`src/rtl/serial_mag_comparator.sv`:
```
// Bit-serial unsigned magnitude comparator: shadows A/B on start, walks them MSB-first
// through a 1-bit eq/gt/lt cascade for WIDTH cycles, then publishes a registered result.
module serial_mag_comparator #(
  parameter int unsigned WIDTH = 8
) (
  input  logic             i_clk,
  input  logic             i_reset,
  input  logic             i_start,
  input  logic [WIDTH-1:0] i_a,
  input  logic [WIDTH-1:0] i_b,
  output logic             o_busy,
  output logic             o_done,
  output logic             o_eq,
  output logic             o_gt,
  output logic             o_lt
);

  localparam int unsigned IdxW = (WIDTH > 1) ? $clog2(WIDTH) : 1;

  typedef enum logic [1:0] {StIdle, StRun, StDone} state_e;

  state_e           r_state, w_state;
  logic [WIDTH-1:0] r_a, w_a;
  logic [WIDTH-1:0] r_b, w_b;
  logic [IdxW-1:0]  r_idx, w_idx;
  logic             r_eq_c, w_eq_c;
  logic             r_gt_c, w_gt_c;
  logic             r_lt_c, w_lt_c;
  logic             r_eq, w_eq;
  logic             r_gt, w_gt;
  logic             r_lt, w_lt;
  logic             w_bit_a, w_bit_b;

  assign w_bit_a = r_a[r_idx];
  assign w_bit_b = r_b[r_idx];

  always_comb begin
    w_state = r_state;
    w_a     = r_a;
    w_b     = r_b;
    w_idx   = r_idx;
    w_eq_c  = r_eq_c;
    w_gt_c  = r_gt_c;
    w_lt_c  = r_lt_c;
    w_eq    = r_eq;
    w_gt    = r_gt;
    w_lt    = r_lt;
    unique case (r_state)
      StIdle: begin
        if (i_start) begin
          w_a     = i_a;
          w_b     = i_b;
          w_idx   = IdxW'(WIDTH - 1);
          w_eq_c  = 1'b1;
          w_gt_c  = 1'b0;
          w_lt_c  = 1'b0;
          w_state = StRun;
        end
      end
      StRun: begin
        // First differing bit from the MSB decides; later bits cannot override it.
        if (!r_gt_c && !r_lt_c) begin
          if (w_bit_a && !w_bit_b) begin
            w_gt_c = 1'b1;
            w_eq_c = 1'b0;
          end else if (!w_bit_a && w_bit_b) begin
            w_lt_c = 1'b1;
            w_eq_c = 1'b0;
          end
        end
        if (r_idx == '0) begin
          // Result registers load on DONE entry so they line up with the done pulse.
          w_eq    = w_eq_c;
          w_gt    = w_gt_c;
          w_lt    = w_lt_c;
          w_state = StDone;
        end else begin
          w_idx = r_idx - IdxW'(1);
        end
      end
      StDone: begin
        w_state = StIdle;
      end
      default: begin
        w_state = StIdle;
      end
    endcase
  end

  always_ff @(posedge i_clk or posedge i_reset) begin
    if (i_reset) begin
      r_state <= StIdle;
      r_a     <= '0;
      r_b     <= '0;
      r_idx   <= '0;
      r_eq_c  <= 1'b0;
      r_gt_c  <= 1'b0;
      r_lt_c  <= 1'b0;
      r_eq    <= 1'b0;
      r_gt    <= 1'b0;
      r_lt    <= 1'b0;
    end else begin
      r_state <= w_state;
      r_a     <= w_a;
      r_b     <= w_b;
      r_idx   <= w_idx;
      r_eq_c  <= w_eq_c;
      r_gt_c  <= w_gt_c;
      r_lt_c  <= w_lt_c;
      r_eq    <= w_eq;
      r_gt    <= w_gt;
      r_lt    <= w_lt;
    end
  end

  assign o_busy = (r_state == StRun);
  assign o_done = (r_state == StDone);
  assign o_eq   = r_eq;
  assign o_gt   = r_gt;
  assign o_lt   = r_lt;

endmodule
```
`config.mk`:
```
export PLATFORM = sky130hd
export DESIGN_NAME = serial_mag_comparator
export DESIGN_NICKNAME = d
export VERILOG_FILES = /design/src/rtl/serial_mag_comparator.sv
export SDC_FILE = /design/constraint.sdc
export NUM_CORES = 1
export LEC_CHECK = 0
export CAP_MARGIN = 20
export CORE_MARGIN = 4
export CORE_UTILIZATION = 26
export DETAILED_ROUTE_END_ITERATION = 10
export PLACE_DENSITY = 0.56
export SYNTH_ARGS = -nofsm -noshare
export SYNTH_HDL_FRONTEND = slang
export SYNTH_SLANG_ARGS = --single-unit
```
`constraint.sdc`:
```
create_clock -name i_clk -period 1.9 [get_ports i_clk]
set_input_delay 0.285 -clock i_clk [delete_from_list [all_inputs] [get_ports i_clk]]
set_output_delay 0.285 -clock i_clk [all_outputs]
set_load 0.01 [all_outputs]
```
==> summary.txt <==
Final layout
  – Sequential cell area: 677 um2
  – Multi-input gate area: 533 um2
  – Layout cell share with drive strength beyond 1: 10.7%
  – Most common cell after layout, fill and taps aside: nand2_1
  – Ant diodes: 0
  – Post-route insts no fill: about 200
  – Layout filler cell count: 449
  – Final nets: 172
  – Most frequent cells in the layout: nand2_1 (53), dfrtp_1 (26), clkdlybuf4s50_1 (22)
  – Syn-to-layout area delta: 28.5%

Routing
  – 1st-iter DRT viols: 38
  – Routed Antenna Nets: 0
  – DRC errors left: 0
  – Total Wirelength: 2.36 mm
  – Via count: roughly 900
  – Via density: approximately 4.5
  – DR WL/cell: 11.7 um
  – Pre-antenna DRT Iters: 4

STA
  – Hold Fails Final Rpt: 0
  – Setup violations, final: 0
  – Unrepaired setup endpoints after global routing: false
  – Slew HR: 77.6%
  – Slew @ Worst Pin: 0.336 ns
  – Layout Skew: 0.00303 ns
  – Slew Limit Fails: 0
  – Final Cycle Share: between 90% and 100%
  – Post-route minimum period: 1.72 ns
  – Post-route setup TNS: 0 ns
  – Fmax achieved: roughly 580 MHz

Worst setup path
  – Endpoint class of the critical path: flop
  – Crit path largest cell delay: between 0.5 and 0.6 ns
  – Critical path type: flop to flop
  – RR Startpoint: r_idx[0]
  – Crit Reg-Reg Endpoint: o_eq
  – Reg2reg path depth: 4
  – WP data arrival: 1.87 ns
  – Crit path required time: around 2.1 ns
  – Slack of the worst reg-to-reg path: 0.18 ns
  – WP buf/inv: 0
  – Crit path launch type: flop
  – Critical path cell sequence: mux4_1, mux2_2, xnor2_1, a31oi_1
  – CP max-delay cell: mux4_1
  – Family with the most delay on the worst path: multiplexers
  – Crit path max fanout: 5

Floorplan
  – Core ar.: 4500 um2
  – # rows: 24
  – I/O pin cnt: 24
  – Chip Width: roughly 77 um
  – Height of the chip: 77.3 um
  – Initial core utilization: 27.8%
  – Die ar.: approximately 6000 um2

CTS
  – Post-cts hold buffer count: 0
  – Clock buffer depth: 2
  – Skew-Pair Late Insertion Delay: 0.27 ns
  – Reg clk slew, reported paths: 0.09 ns
  – Htree depth: 1
  – TritonCTS Buffers: 3
  – Root buf cell: clkbuf_8
  – CTS tree: done
  – CTS Sinks: 27

Logic synthesis
  – Synth Register Bits: 27
  – Yosys cell types: 27
  – Synth warn: 0
  – Syn nets: 143
  – Sequential element share of the synthesized area: 54.1%
  – Synthesized area per cell: 10.2 um2
  – Post-synth EDFFs: 0
  – Post-synthesis cell count: 122
  – Ys async rst share: 100%
  – Most used DFF post-synth: dfrtp_1
  – Synthesized area: roughly 1200 um2

Run status
  – Status: complete, no violations

Placement
  – Final GP Congestion: approximately 0.76
  – Port Buffers: 23
  – DP HPWL: 1.81 mm
  – # placed instances: between 150 and 200

GRT
  – Total Routing Usage GR: 8.80%
  – GRT met2 Usage: 15.1%
  – Initial antenna violation count: 0
  – Total gr overflow: 0
  – Vias in the first global route: just over 900
  – Gr busiest metal: met2
  – Global-route wire length before repair: 4.16 mm
  – Met3 Use GR: 3.47%
  – GR Layer Usage met1: 10.1%
  – Largest net degree at the start of global routing: 28

Power and ir drop
  – Power Density: 1530 nW/um2
  – Pleak: a little under 0.8 nW
  – Worst vdd ir: 0.453 mV

Worst hold path
  – Worst hold path class: input port to async pin

Flow run
  – Max Cap Viol: 0
[flip-flops by register name, summed over array words and instances, names as in the netlist]
signal / flops
r_lt_c: 1
r_a: 8
o_lt: 1
r_b: 8
o_eq: 1
r_eq_c: 1
r_gt_c: 1
r_idx: 3
o_gt: 1
r_state: 2
[kinds of logic after synthesis]
kind of cell	Yosys count	synth area share, %
AOI/OAI and AO/OA	8	4.60
xor gates and xnor gates	1	0.701
adders and majority gates	2	2.00
buffers and inverters	9	3.30
DFF	27	54.1
muxes	8	12.8
and+or+nand+nor	67	22.5
[how the worst max path moves through the flow]
stage | depth (start not counted) | to | slack, ns | startpoint
finish | 4 | o_eq | 0.18 | r_idx[0]
CTS | 4 | o_eq | 0.11 | r_idx[0]
detailed placement | 4 | o_eq | 0.15 | r_idx[0]
global placement | 4 | o_eq | 0.19 | r_idx[0]
floorplan | 7 | o_eq | 0.23 | r_idx[0]
global route | 4 | o_eq | 0.05 | r_idx[0]
[synth_stat cells, drive strengths merged (2+ instances only)]
| library cell | count | area share (%) |
|---|---|---|
| dfrtp | 27 | 54 |
| nor2 | 5 | 1.5 |
| or2b | 2 | 1.4 |
| clkbuf | 2 | 0.60 |
| a31oi | 2 | 1.0 |
| nor3 | 3 | 1.6 |
| nand2 | 53 | 16 |
| inv | 5 | 1.5 |
| ha | 2 | 2.0 |
| mux2i | 2 | 2.6 |
| buf | 2 | 1.2 |
| mux2 | 2 | 1.8 |
| mux4 | 4 | 8.4 |
[repair_timing]
item	CTS	global route
pin swaps	0	0
setup buffers	0	0
setup endpoints to repair	1	1
hold endpoints to repair	0	0
resized for setup	1	1
[report_power, final]
group	switching, mW	internal (mW)
logic	0.526	0.586
registers	0.180	0.850
clock network	0.174	0.147
total	0.880	1.58
[through the flow]
stage / setup slack, ns / power [mW] / util (%) / hold WS (ns) / area (um2)
finish: 0.181 / 2.46 / 35.7 / 0.362 / 1610
global route: 0.0515 / 2.70 / 35.7 / 0.408 / 1610
global placement: 0.187 / 2.15 / 34.6 / 0.463 / 1560
detailed placement: 0.145 / 2.18 / 34.6 / 0.463 / 1560
floorplan: 0.227 / 1.85 / - / 0.338 / 1250
CTS: 0.107 / 2.50 / 35.6 / 0.372 / 1610
[metal layers]
metal / vias to the layer above / share of wire [%]
met3: 4 / 6.1
met5: - / 0
met2: 22 / 47
met1: 419 / 45
met4: 0 / 1.4
li1: 461 / -
[worst register-to-register path, stage by stage (launching register included)]
cell and delay [ns]:
dfrtp_2 0.43, mux4_1 0.55, mux2_2 0.31, xnor2_1 0.19, a31oi_1 0.11
[layout make-up]
type / instances / area share (%)
tap: 52 / 4.05
clock buffer: 3 / 2.57
sequential: 27 / 42.1
inverter: 5 / 1.17
clock inverter: 1 / 0.312
timing repair buffer: 28 / 16.6
multi-input combinational: 86 / 33.2
(Power assumes the default switching activity.)
